## config.mk

```make
export PLATFORM = sky130hd
export DESIGN_NAME = opl3_stereo_mixer
export DESIGN_NICKNAME = d
export VERILOG_FILES = /design/src/rtl/opl3_stereo_mixer.sv
export SDC_FILE = /design/constraint.sdc
export NUM_CORES = 1
export LEC_CHECK = 0
export ABC_AREA = 1
export CAP_MARGIN = 40
export CORE_UTILIZATION = 50
export CTS_CLUSTER_SIZE = 28
export DETAILED_ROUTE_END_ITERATION = 7
export HOLD_SLACK_MARGIN = 0.05
export PLACE_DENSITY = 0.73
export SKIP_CTS_REPAIR_TIMING = 1
export SLEW_MARGIN = 10
export SYNTH_ARGS = -nofsm -noshare
export SYNTH_HDL_FRONTEND = slang
export SYNTH_SLANG_ARGS = --single-unit
```

## constraint.sdc

```tcl
create_clock -name clk_i -period 3.9 [get_ports clk_i]
set_input_delay 0.78 -clock clk_i [delete_from_list [all_inputs] [get_ports clk_i]]
set_output_delay 0.78 -clock clk_i [all_outputs]
set_load 0.02 [all_outputs]
```

## src/rtl/opl3_stereo_mixer.sv

```systemverilog
// OPL3 stereo output stage: sample-rate divider plus a serial per-channel mixer with
// pan, shift attenuation, saturation, sticky status flags and a valid/ready output.
module opl3_stereo_mixer #(
    parameter int SAMPLE_WIDTH  = 16,
    parameter int NUM_CH        = 4,
    parameter int CLK_DIV_COUNT = 256,
    parameter int ATT_WIDTH     = 3
) (
    input  logic                                 clk_i,
    input  logic                                 rst_n_i,
    input  logic [NUM_CH-1:0][SAMPLE_WIDTH-1:0]  ch_sample_i,
    input  logic [NUM_CH-1:0]                    ch_pan_l_i,
    input  logic [NUM_CH-1:0]                    ch_pan_r_i,
    input  logic [NUM_CH-1:0][ATT_WIDTH-1:0]     ch_att_i,
    input  logic                                 clear_flags_i,
    output logic                                 sample_clk_en_o,
    output logic signed [SAMPLE_WIDTH-1:0]       sample_l_o,
    output logic signed [SAMPLE_WIDTH-1:0]       sample_r_o,
    output logic                                 sample_valid_o,
    input  logic                                 sample_ready_i,
    output logic                                 clip_l_o,
    output logic                                 clip_r_o,
    output logic                                 overrun_o
);

    localparam int AW = SAMPLE_WIDTH + $clog2(NUM_CH) + 1;
    localparam int CW = $clog2(CLK_DIV_COUNT);
    localparam int IW = (NUM_CH > 1) ? $clog2(NUM_CH) : 1;

    localparam logic [CW-1:0] DIV_LAST = CW'(CLK_DIV_COUNT - 1);
    localparam logic [IW-1:0] IDX_LAST = IW'(NUM_CH - 1);

    localparam logic signed [AW-1:0] ACC_MAX =
        {{(AW-SAMPLE_WIDTH+1){1'b0}}, {(SAMPLE_WIDTH-1){1'b1}}};
    localparam logic signed [AW-1:0] ACC_MIN =
        {{(AW-SAMPLE_WIDTH+1){1'b1}}, {(SAMPLE_WIDTH-1){1'b0}}};
    localparam logic signed [SAMPLE_WIDTH-1:0] OUT_MAX = {1'b0, {(SAMPLE_WIDTH-1){1'b1}}};
    localparam logic signed [SAMPLE_WIDTH-1:0] OUT_MIN = {1'b1, {(SAMPLE_WIDTH-1){1'b0}}};

    typedef enum logic [1:0] {
        S_IDLE,
        S_ACCUM,
        S_SAT,
        S_OUT
    } state_t;

    state_t                                state_q, state_d;
    logic [CW-1:0]                         cnt_q, cnt_d;
    logic                                  en_q, en_d;
    logic [IW-1:0]                         idx_q, idx_d;
    logic [NUM_CH-1:0][SAMPLE_WIDTH-1:0]   snap_sample_q, snap_sample_d;
    logic [NUM_CH-1:0]                     snap_pan_l_q, snap_pan_l_d;
    logic [NUM_CH-1:0]                     snap_pan_r_q, snap_pan_r_d;
    logic [NUM_CH-1:0][ATT_WIDTH-1:0]      snap_att_q, snap_att_d;
    logic signed [AW-1:0]                  acc_l_q, acc_l_d;
    logic signed [AW-1:0]                  acc_r_q, acc_r_d;
    logic signed [SAMPLE_WIDTH-1:0]        out_l_q, out_l_d;
    logic signed [SAMPLE_WIDTH-1:0]        out_r_q, out_r_d;
    logic                                  clip_l_q, clip_l_d;
    logic                                  clip_r_q, clip_r_d;
    logic                                  overrun_q, overrun_d;

    logic signed [SAMPLE_WIDTH-1:0]        sel_sample;
    logic signed [AW-1:0]                  sel_ext;
    logic signed [AW-1:0]                  term;
    logic signed [SAMPLE_WIDTH-1:0]        sat_l, sat_r;
    logic                                  sat_hit_l, sat_hit_r;
    logic                                  take_snap;
    logic                                  set_clip_l, set_clip_r, set_overrun;

    // The enable register tracks the next counter value so it is high exactly while the counter sits at its last count.
    always_comb begin
        cnt_d = (cnt_q == DIV_LAST) ? '0 : cnt_q + CW'(1);
        en_d  = (cnt_d == DIV_LAST);
    end

    always_comb begin
        sel_sample = snap_sample_q[idx_q];
        sel_ext    = {{(AW-SAMPLE_WIDTH){sel_sample[SAMPLE_WIDTH-1]}}, sel_sample};
        term       = sel_ext >>> snap_att_q[idx_q];
    end

    always_comb begin
        sat_l     = acc_l_q[SAMPLE_WIDTH-1:0];
        sat_hit_l = 1'b0;
        if (acc_l_q > ACC_MAX) begin
            sat_l     = OUT_MAX;
            sat_hit_l = 1'b1;
        end else if (acc_l_q < ACC_MIN) begin
            sat_l     = OUT_MIN;
            sat_hit_l = 1'b1;
        end
        sat_r     = acc_r_q[SAMPLE_WIDTH-1:0];
        sat_hit_r = 1'b0;
        if (acc_r_q > ACC_MAX) begin
            sat_r     = OUT_MAX;
            sat_hit_r = 1'b1;
        end else if (acc_r_q < ACC_MIN) begin
            sat_r     = OUT_MIN;
            sat_hit_r = 1'b1;
        end
    end

    always_comb begin
        state_d       = state_q;
        idx_d         = idx_q;
        snap_sample_d = snap_sample_q;
        snap_pan_l_d  = snap_pan_l_q;
        snap_pan_r_d  = snap_pan_r_q;
        snap_att_d    = snap_att_q;
        acc_l_d       = acc_l_q;
        acc_r_d       = acc_r_q;
        out_l_d       = out_l_q;
        out_r_d       = out_r_q;
        take_snap     = 1'b0;
        set_clip_l    = 1'b0;
        set_clip_r    = 1'b0;
        set_overrun   = 1'b0;

        case (state_q)
            S_IDLE: begin
                if (en_q) begin
                    take_snap = 1'b1;
                end
            end
            S_ACCUM: begin
                if (snap_pan_l_q[idx_q]) begin
                    acc_l_d = acc_l_q + term;
                end
                if (snap_pan_r_q[idx_q]) begin
                    acc_r_d = acc_r_q + term;
                end
                if (idx_q == IDX_LAST) begin
                    idx_d   = '0;
                    state_d = S_SAT;
                end else begin
                    idx_d = idx_q + IW'(1);
                end
            end
            S_SAT: begin
                out_l_d    = sat_l;
                out_r_d    = sat_r;
                set_clip_l = sat_hit_l;
                set_clip_r = sat_hit_r;
                state_d    = S_OUT;
            end
            S_OUT: begin
                // A frame tick that coincides with acceptance starts the next frame without loss.
                if (sample_ready_i) begin
                    state_d = S_IDLE;
                    if (en_q) begin
                        take_snap = 1'b1;
                    end
                end else if (en_q) begin
                    set_overrun = 1'b1;
                end
            end
            default: begin
                state_d = S_IDLE;
            end
        endcase

        if (take_snap) begin
            snap_sample_d = ch_sample_i;
            snap_pan_l_d  = ch_pan_l_i;
            snap_pan_r_d  = ch_pan_r_i;
            snap_att_d    = ch_att_i;
            acc_l_d       = '0;
            acc_r_d       = '0;
            idx_d         = '0;
            state_d       = S_ACCUM;
        end
    end

    always_comb begin
        clip_l_d  = set_clip_l  | (clip_l_q  & ~clear_flags_i);
        clip_r_d  = set_clip_r  | (clip_r_q  & ~clear_flags_i);
        overrun_d = set_overrun | (overrun_q & ~clear_flags_i);
    end

    always_ff @(posedge clk_i) begin
        if (!rst_n_i) begin
            state_q       <= S_IDLE;
            cnt_q         <= '0;
            en_q          <= 1'b0;
            idx_q         <= '0;
            snap_sample_q <= '0;
            snap_pan_l_q  <= '0;
            snap_pan_r_q  <= '0;
            snap_att_q    <= '0;
            acc_l_q       <= '0;
            acc_r_q       <= '0;
            out_l_q       <= '0;
            out_r_q       <= '0;
            clip_l_q      <= 1'b0;
            clip_r_q      <= 1'b0;
            overrun_q     <= 1'b0;
        end else begin
            state_q       <= state_d;
            cnt_q         <= cnt_d;
            en_q          <= en_d;
            idx_q         <= idx_d;
            snap_sample_q <= snap_sample_d;
            snap_pan_l_q  <= snap_pan_l_d;
            snap_pan_r_q  <= snap_pan_r_d;
            snap_att_q    <= snap_att_d;
            acc_l_q       <= acc_l_d;
            acc_r_q       <= acc_r_d;
            out_l_q       <= out_l_d;
            out_r_q       <= out_r_d;
            clip_l_q      <= clip_l_d;
            clip_r_q      <= clip_r_d;
            overrun_q     <= overrun_d;
        end
    end

    assign sample_clk_en_o = en_q;
    assign sample_l_o      = out_l_q;
    assign sample_r_o      = out_r_q;
    assign sample_valid_o  = (state_q == S_OUT);
    assign clip_l_o        = clip_l_q;
    assign clip_r_o        = clip_r_q;
    assign overrun_o       = overrun_q;

endmodule

```

==> flow_summary.json, run 1 <==
{
  "avgSynthCellArea_sq_um": 6.538,
  "drive_above_1_share_pct": 4.802,
  "rr_worst_depth": 18,
  "drtIter0Drc": 714,
  "grt_usage_pct": 27.56,
  "ys_seq_area_share_pct": 35.78,
  "clock_sinks": 170,
  "fin_crit_ps": 3430,
  "clock_skew_ps": 18.86,
  "syn_inst": 1455,
  "maxCapViolations": 0,
  "grt_pass1_wl_microns": 42890,
  "finalHoldViolations": 0,
  "crit_chain": "inv_2 > buf_4 > o21ai_0 > o22ai_1 > nand2_1 > nand3_1 > nand3_1 > nand2_1 > ha_1 > nand2_1 > inv_1 > nand2_1 > nand2_1 > nand2_1 > nand3_1 > xor2_1 > o21ai_0 > inv_1",
  "setup_tns_ps": 0,
  "io_pins": 125,
  "synth_common_cells": "331 x nand2_1, 273 x nor2_1, 170 x dfxtp_1",
  "fin_area_sq_mm": 0.01146,
  "die_h_microns": 139.9,
  "ys_seq_elements": 170,
  "insertion_delay_ps": 450,
  "core_area_sq_mm": 0.01871,
  "rsz0062_at_grt": "false",
  "setup-violations-final": 0,
  "vias": 9328,
  "yosysMostFrequentCell": "nand2_1",
  "io_buffers": 124,
  "grt-ovfl-total": 0,
  "internal-power_mw": 2.792,
  "synthesis.nets": 1590,
  "startpoint": "idx_q[0]",
  "crit_top_cell": "nand2_1",
  "p_switching_mw": 1.067,
  "yosysWarnings": 0,
  "grt_max_degree": 84,
  "htreeDepth": 4,
  "rr_startpoint": "idx_q[0]",
  "critPathCapture": "acc_r_q[9]",
  "r2r_end": "acc_r_q[9]",
  "switching_share_pct": 27.64,
  "die-area_sq_mm": 0.01958,
  "dp_hpwl_microns": 19960,
  "ir_drop_uv": 287.9,
  "final_antenna_net_count": 0,
  "worstSetupPathType": "flip-flop to flip-flop",
  "leakage_nw": 4.854,
  "highest_layer": "met4",
  "num-fill-cells": 1798,
  "routed_via_density": 5.194,
  "avgRoutedWirePerCell_microns": 14.51,
  "dpl_cell_area_sq_mm": 0.01084,
  "num_rows": 50,
  "regToRegSetupSlack_ps": 470,
  "grt_pass1_vias": 8696,
  "die_x_microns": 139.9,
  "cp_slowest_cell": "dfxtp_1",
  "yosys.area.top_type_share_pct": 35.78,
  "cp.arrival_ps": 3750,
  "gp_routability_congestion": 0.9519,
  "pre_cts_ws_ps": 582.9,
  "max_stage_delay_ps": 600,
  "initial_utilization_pct": 50.86,
  "maxSlewViolCount": 0,
  "cts_tree": "built",
  "fmax_ghz": 0.2916,
  "met3_wirelength_microns": 1444,
  "met2WireLength_microns": 11740,
  "cts_buffers": 17,
  "insertedDiodeCount": 0,
  "period_share_pct": 87.95,
  "routedLengthMet1_microns": 12470,
  "totalWireLength_microns": 26050,
  "hold_class": "flip-flop to flip-flop",
  "dr.pass1.iters": 5,
  "async_flop_share_pct": 0,
  "drc": 0,
  "critPathMaxFanout": 32,
  "start_kind": "flip-flop",
  "synth_enable_flop_cells": 0,
  "p_seq_share_pct": 45.7,
  "tightestPinTransition_ps": 811.8,
  "synth_ff_type": "dfxtp_1",
  "yosysTopAreaCell": "dfxtp_1",
  "cts.clk_slew.worst_paths_ps": 70,
  "antenna_found_initial": 0,
  "status": "finished, final reports clean",
  "synth_area_leaders": "dfxtp_1 36%, nand2_1 13%, nor2_1 11%",
  "required_ps": 4220,
  "final_nets": 1684,
  "netlist_area_sq_mm": 0.009513,
  "syn_to_final_growth_pct": 20.43,
  "cp-end-kind": "flip-flop",
  "synth.distinct_cells": 35,
  "slew_headroom_pct": 45.68,
  "clock_power_share_pct": 44.9,
  "cts_buffer_depth": 2,
  "p_comb_share_pct": 9.4,
  "clockRootBuffer": "clkbuf_16",
  "setup_slack_ps": 470.1,
  "power.density_mw_per_mm2": 336.8,
  "final_util_pct": 61.24
}
-- per-stage QoR --
stage	power, mW	hold slack [ps]	std cells
after floorplan	1.998	429.7	1455
after global placement	2.160	449.3	1763
after detailed placement	2.162	455.9	1764
after CTS	3.874	466.2	1796
after global routing	3.990	483.1	1796
final	3.859	461.8	1796
-- layer usage --
metal  GRT usage (%)  vias to the layer above
met2           45.24                      261
li1                -                     4903
met4           7.230                        0
met5               0                        -
met1           37.24                     4129
met3           4.957                       35
-- worst min path at each step --
stage | from | to | slack [ps] | cells past startpoint
4_1_cts | sample_l_o[6] | sample_l_o[6] | 470 | 2
3_3_place_gp | cnt_q[0] | cnt_q[0] | 450 | 1
2_1_floorplan | cnt_q[0] | cnt_q[0] | 430 | 1
6_report | clip_l_o | clip_l_o | 460 | 2
3_5_place_dp | clip_l_o | clip_l_o | 460 | 2
5_1_grt | sample_r_o[11] | sample_r_o[11] | 480 | 2
-- layout make-up --
class,count,area [sq um],share of cell area (%)
well taps,234,292.8,2.556
flip-flops and latches,170,3403,29.71
multi-input cells,1096,5299,46.25
clock inverters,14,175.2,1.529
repair buffers,140,1381,12.06
clock buffers,18,439.2,3.834
inverters,124,465.4,4.063
-- critical path: cells and delay by family, from the launching register on --
family / cells / cell delay [ps]
buf+inv: 4 / 510
xor+xnor: 1 / 210
fa+ha+maj: 1 / 390
flops: 1 / 600
simple gates: 9 / 940
compound gates: 3 / 630
-- state kept, by name (all words and copies together) (netlist names) --
name	flops
snap_pan_l_q	4
overrun_o	1
clip_l_o	1
cnt_q	8
snap_pan_r_q	4
snap_sample_q	64
snap_att_q	12
state_q	2
sample_r_o	16
sample_clk_en_o	1
acc_l_q	19
clip_r_o	1
sample_l_o	16
acc_r_q	19
idx_q	2
-- power groups by stage --
stage | Sequential, mW | Combinational [mW] | Clock [mW]
after floorplan | 1.81 | 0.192 | 0
after global placement | 1.80 | 0.358 | 0
after detailed placement | 1.80 | 0.360 | 0
after CTS | 1.76 | 0.361 | 1.75
after global routing | 1.76 | 0.403 | 1.82
final | 1.76 | 0.363 | 1.73
-- cells in the final DEF (no fill, tap or decap), types with 2 or more instances in the layout --
| cell | synthesis | final |
|---|---|---|
| nand2_1 | 331 | 331 |
| nor2_1 | 273 | 273 |
| dfxtp_1 | 170 | 170 |
| o21ai_0 | 136 | 136 |
| nand3_1 | 132 | 132 |
| clkdlybuf4s50_1 | 0 | 123 |
| inv_1 | 112 | 112 |
| a21oi_1 | 89 | 89 |
| ha_1 | 45 | 45 |
| o21ai_1 | 28 | 28 |
| clkbuf_16 | 0 | 17 |
| xor2_1 | 14 | 14 |
| buf_4 | 12 | 14 |
| inv_2 | 12 | 12 |
| nor3_1 | 7 | 7 |
| inv_8 | 0 | 6 |
| o211ai_1 | 5 | 5 |
| xnor2_1 | 5 | 5 |
| clkinv_8 | 0 | 5 |
| o22ai_1 | 4 | 4 |
| and2_1 | 4 | 4 |
| a211oi_2 | 4 | 4 |
| nand2_2 | 3 | 3 |
| a21oi_4 | 2 | 2 |
| o21ai_2 | 2 | 2 |
| nor3b_1 | 2 | 2 |
| fa_1 | 2 | 2 |
| clkinv_4 | 0 | 2 |
| buf_12 | 0 | 2 |
-- logic make-up (layout without fill, tap and decap cells) --
family | Yosys count | in the layout | share of synthesized area [%]
and+or+nand+nor | 756 | 756 | 32.08
AOI/OAI and AO/OA | 274 | 274 | 15.53
buffers and inverters | 189 | 296 | 8.523
DFF | 170 | 170 | 35.78
adders and majority gates | 47 | 47 | 6.340
xor gates and xnor gates | 19 | 19 | 1.749
No activity file was read; power rests on OpenSTA's default activity.
==> inputs of run 2 (changes only) <==
GPL_TIMING_DRIVEN = 0   (was not set)
SLEW_MARGIN = not set   (was 10)
==> run 2 against run 1 <==
Flip-flop and latch count unchanged. Global-route usage rose by 2.5 points. Register-to-register slack got worse by 90 ps. Sequential share of layout area decreased by 0.66 points. Fmax shrank 2.5%. Power up 6.8%. First-iteration DRC count fell by 9.5%. Combinational power grew 5.8%. Largest cell class unchanged.
==> flow_summary.json, run 2 (same netlist as run 1, synthesis figures left out) <==
{
  "gr-usage-met2_pct": 50.34,
  "fin_crit_ps": 3519,
  "rsz0062_at_grt": "false",
  "insertedDiodeCount": 0,
  "hold_class": "flip-flop to flip-flop",
  "insertion_delay_ps": 440,
  "largest-register": "snap_sample_q",
  "fin_cells": 1844,
  "cp_slowest_cell": "dfxtp_1",
  "max_stage_delay_ps": 400,
  "io_buffers": 123,
  "finalHoldViolations": 0,
  "fmax_ghz": 0.2842,
  "start_kind": "flip-flop",
  "final_util_pct": 62.64,
  "gp_routability_congestion": 0.9314,
  "critPathMaxFanout": 10,
  "drive_above_1_share_pct": 5.901,
  "drtIter0Drc": 646,
  "final_cell_mix": "331 x nand2_1, 273 x nor2_1, 170 x dfxtp_1",
  "die_h_microns": 139.9,
  "vias": 9910,
  "num-fill-cells": 1851,
  "die_x_microns": 139.9,
  "avgRoutedWirePerCell_microns": 15.62,
  "final_antenna_net_count": 0,
  "core_area_sq_mm": 0.01871,
  "ir_drop_uv": 312.8,
  "pre_cts_ws_ps": 444.2,
  "cts_buffer_depth": 2,
  "maxCapViolations": 0,
  "totalWireLength_microns": 28810,
  "dpl_cell_area_sq_mm": 0.01104,
  "cts_tree": "built",
  "slew_headroom_pct": 52.59,
  "largest_register_ffs": 64,
  "dr.pass1.iters": 6,
  "setup_tns_ps": 0,
  "cp-end-kind": "flip-flop",
  "die-area_sq_mm": 0.01958,
  "clock_skew_ps": 8.664,
  "grt_max_degree": 17,
  "final_nets": 1732,
  "met1_usage_pct": 38.51,
  "setup_slack_ps": 381.2,
  "tightestPinTransition_ps": 711.1,
  "clock_sinks": 170,
  "drc": 0,
  "period_share_pct": 90.23,
  "grt-ovfl-total": 0,
  "maxSlewViolCount": 0,
  "dp_hpwl_microns": 22550,
  "use_met3_pct": 5.915,
  "dpl.cell_count": 1812,
  "power.density_mw_per_mm2": 351.6,
  "htreeDepth": 4,
  "crit_chain": "buf_2 > buf_2 > o21ai_0 > o22ai_1 > a21oi_1 > o21ai_0 > nand3_1 > nand2_1 > ha_1 > inv_1 > fa_1 > inv_1 > nand3_1 > nand3_1 > nand2_1 > nand2_1 > nand2_1 > nand3_1 > nand3_1 > nand2_1 > inv_1",
  "cp.arrival_ps": 3860,
  "largestRegisters": "snap_sample_q (64), acc_l_q (19), acc_r_q (19)",
  "worstSetupPathType": "flip-flop to flip-flop",
  "clockRootBuffer": "clkbuf_16",
  "antenna_found_initial": 0,
  "io_pins": 125,
  "routed_via_density": 5.374,
  "cts.clk_slew.worst_paths_ps": 70,
  "top_usage_layer": "met2",
  "fin_area_sq_mm": 0.01172,
  "grt_pass1_vias": 9079,
  "grt_usage_pct": 30.08,
  "initial_utilization_pct": 50.86,
  "cts_buffers": 17,
  "syn_to_final_growth_pct": 23.18,
  "setup-violations-final": 0,
  "num_rows": 50,
  "status": "finished, final reports clean",
  "layout_commonest_cell": "nand2_1",
  "leakage_nw": 5.003,
  "grt_pass1_wl_microns": 45460,
  "required_ps": 4240
}
run 2: changes by cell type in the layout (fill, tap and decap cells not counted), moves of 4 or more:
cell	before	now
buf_6	0	4
buf_1	0	4
clkbuf_1	0	24
buf_2	1	21
bufinv_16	0	5
clkinv_8	5	0
run 2: path summary, 6_finish.rpt:
path | slack (ps) | endpoint | cells after the start | startpoint
hold reg to reg | 460 | cnt_q[0] | 1 | cnt_q[0]
setup / recovery | 380 | acc_r_q[16] | 21 | idx_q[1]
hold / removal | 460 | cnt_q[0] | 1 | cnt_q[0]
setup reg to reg | 380 | acc_r_q[16] | 21 | idx_q[1]
run 2: where the power goes:
group | leakage (nW) | switching, mW | total, mW | internal (mW)
combinational | 3.30 | 0.223 | 0.384 | 0.161
clock | 0.335 | 0.782 | 1.98 | 1.19
sequential | 1.37 | 0.0115 | 1.76 | 1.75
total | 5.00 | 1.02 | 4.12 | 3.10
run 2: area by class of cell:
| type | instances | area (sq um) | share of cell area, % |
|---|---|---|---|
| multi-input cells | 1096 | 5299 | 45.22 |
| flip-flops and latches | 170 | 3403 | 29.04 |
| repair buffers | 123 | 1231 | 10.51 |
| inverters | 124 | 465.4 | 3.972 |
| clock buffers | 19 | 452.9 | 3.865 |
| plain buffers | 65 | 345.3 | 2.947 |
| well taps | 234 | 292.8 | 2.499 |
| clock inverters | 13 | 227.7 | 1.943 |
run 2: layer usage:
layer / wire length [microns] / up-vias
met4: 745 / 0
met2: 13100 / 354
met5: 0 / -
met1: 12720 / 4495
li1: - / 5001
met3: 2236 / 60
run 2: per-stage QoR:
stage,hold WS [ps],power (mW)
after global placement,447.2,2.179
after floorplan,429.7,1.998
after CTS,465.3,4.128
after detailed placement,454.5,2.183
after global routing,477.6,4.240
final,459.9,4.120
run 2: critical path, delay by kind of cell (launching register included):
kind	cells	cell delay (ps)
simple gates	10	1040
buf+inv	5	810
fa+ha+maj	2	650
compound gates	4	520
flops	1	400
==> inputs of run 3 (changes only) <==
--- a/config.mk
+++ b/config.mk
@@ -9,9 +9,8 @@
 export CAP_MARGIN = 40
 export CORE_UTILIZATION = 50
-export CTS_CLUSTER_SIZE = 28
 export DETAILED_ROUTE_END_ITERATION = 7
 export GPL_TIMING_DRIVEN = 0
 export HOLD_SLACK_MARGIN = 0.05
-export PLACE_DENSITY = 0.73
+export PLACE_DENSITY = 0.76
 export SKIP_CTS_REPAIR_TIMING = 1
 export SYNTH_ARGS = -nofsm -noshare
==> constraint.sdc (replaced) <==
create_clock -name clk_i -period 2.9 [get_ports clk_i]
set_input_delay 0.58 -clock clk_i [delete_from_list [all_inputs] [get_ports clk_i]]
set_output_delay 0.58 -clock clk_i [all_outputs]
set_load 0.005 [all_outputs]
==> run 3 against run 2 <==
The flow now finishes with violations (negative setup slack). Global-route usage about the same. Flip-flop and latch count unchanged. Setup slack worse by 460 ps. Cell count up 1.8%. Clock skew about the same. Die area unchanged.
==> flow_summary.json, run 3 (same netlist as run 1, synthesis figures left out) <==
{
  "status": "complete, but fails checks",
  "violations": "negative setup slack",
  "drive_above_1_share_pct": 21.13,
  "cts.clk_slew.worst_paths_ps": 70,
  "cp.arrival_ps": 3360,
  "finalHoldViolations": 0,
  "io_buffers": 123,
  "internal-power_mw": 3.988,
  "switching_share_pct": 25.82,
  "required_ps": 3290,
  "cts_tree": "built",
  "multi_input_area_sq_mm": 0.006536,
  "setup_tns_ps": -348.2,
  "startpoint": "idx_q[0]",
  "pre_cts_ws_ps": -505.2,
  "crit_top_cell": "nand2_1",
  "dr.pass1.iters": 6,
  "die_x_microns": 139.9,
  "drtIter0Drc": 772,
  "die_h_microns": 139.9,
  "largest-register": "snap_sample_q",
  "tightestPinTransition_ps": 752.8,
  "fin_crit_ps": 2975,
  "io_pins": 125,
  "holdPathEnd": "sample_l_o[10]",
  "max_stage_delay_ps": 400,
  "leakage_nw": 5.517,
  "grt_max_degree": 17,
  "period_share_pct": 102.6,
  "layout_commonest_cell": "nor2_1",
  "dp_hpwl_microns": 22500,
  "drc": 0,
  "insertion_delay_ps": 440,
  "final_antenna_net_count": 0,
  "worstSetupPathType": "flip-flop to flip-flop",
  "gp_routability_congestion": 0.9181,
  "critPathMaxFanout": 6,
  "htreeDepth": 4,
  "avgRoutedWirePerCell_microns": 16.83,
  "fmax_ghz": 0.3361,
  "rsz0062_at_grt": "true",
  "hold_path_depth": 2,
  "cts_buffer_depth": 2,
  "initial_utilization_pct": 50.86,
  "largestRegisters": "snap_sample_q (64), acc_l_q (19), acc_r_q (19)",
  "p_switching_mw": 1.388,
  "clock_skew_ps": 8.758,
  "grt-ovfl-total": 0,
  "clockRootBuffer": "clkbuf_16",
  "hp-start": "sample_l_o[10]",
  "slew_headroom_pct": 49.81,
  "total_power_mw": 5.376,
  "largest_register_ffs": 64,
  "maxCapViolations": 0,
  "grt_pass1_wl_microns": 45930,
  "final_cell_mix": "256 x nor2_1, 240 x nand2_1, 168 x dfxtp_1",
  "rr_worst_depth": 22,
  "vias": 10451,
  "die-area_sq_mm": 0.01958,
  "clock_power_share_pct": 45.1,
  "power.density_mw_per_mm2": 405.6,
  "routed_via_density": 5.568,
  "cp_slowest_cell": "fa_2",
  "maxSlewViolCount": 0,
  "core_area_sq_mm": 0.01871,
  "hold_class": "flip-flop to flip-flop",
  "grt_pass1_vias": 9151,
  "setup-violations-final": 10,
  "p_comb_share_pct": 10.9,
  "antenna_found_initial": 1,
  "totalWireLength_microns": 31590,
  "ff_latch_area_sq_mm": 0.003411,
  "crit_chain": "buf_6 > buf_12 > buf_8 > a21oi_4 > a32oi_4 > buf_6 > nand3_4 > nand2_4 > ha_4 > inv_2 > fa_2 > inv_2 > nand3_2 > nand3_2 > nand2_2 > nand2_4 > nand2_2 > nand2_1 > nand2_1 > nand3_1 > nand2_1 > inv_1",
  "start_kind": "flip-flop",
  "ir_drop_uv": 435.0,
  "r2r_end": "acc_r_q[12]",
  "final_nets": 1764,
  "syn_to_final_growth_pct": 39.34,
  "num_rows": 50,
  "grt_usage_pct": 30.12,
  "p_seq_share_pct": 44.1,
  "cp-end-kind": "flip-flop",
  "num-fill-cells": 1494,
  "rr_startpoint": "idx_q[0]",
  "clock_sinks": 170,
  "timing.hold.ws_ps": 463.4,
  "setup_slack_ps": -75.45,
  "regToRegSetupSlack_ps": -80,
  "cts_buffers": 17
}
==> run 3: power by group through the flow <==
stage,sequential [mW],clock (mW),combinational (mW)
floorplan,2.42,0,0.258
global placement,2.42,0,0.498
detailed placement,2.42,0,0.503
CTS,2.37,2.42,0.506
global route,2.37,2.52,0.632
finish,2.37,2.42,0.584
==> run 3: final cells by class <==
class	count	share of cell area, %
well taps	234	2.209
plain buffers	65	3.238
repair buffers	155	11.23
flip-flops and latches	170	25.73
clock inverters	14	1.425
clock buffers	18	3.238
inverters	124	3.596
multi-input cells	1096	49.31
diodes	1	0.01888
==> run 3: per-stage QoR <==
step                util [%]  instance area (sq um)  std cells
detailed placement     59.00                  11040       1812
global route           70.85                  13250       1876
floorplan                  -                   9513       1455
CTS                    62.31                  11650       1844
finish                 70.86                  13260       1877
global placement       59.00                  11040       1812
==> run 3: metal layers <==
metal  vias to the layer above  routed length, microns  GRT usage [%]
met5                         -                       0              0
met1                      4832                   13390          39.18
met2                       480                   14790          50.68
met3                        77                    2594          5.846
met4                         0                     812          8.560
li1                       5062                       -              -
==> run 3: worst max-delay path by stage <==
stage	to	slack, ps
after floorplan	acc_r_q[12]	160
after global placement	acc_l_q[12]	-500
after detailed placement	acc_l_q[16]	-510
after CTS	acc_l_q[12]	-530
after global routing	acc_r_q[16]	-200
final	acc_r_q[12]	-80
==> run 3: worst max-delay path: cells and delay by family (launching register included) <==
family	cells	cell delay [ps]
AOI/OAI and AO/OA	2	370
buffers and inverters	7	750
adders and majority gates	2	560
DFF	1	370
and+or+nand+nor	11	850
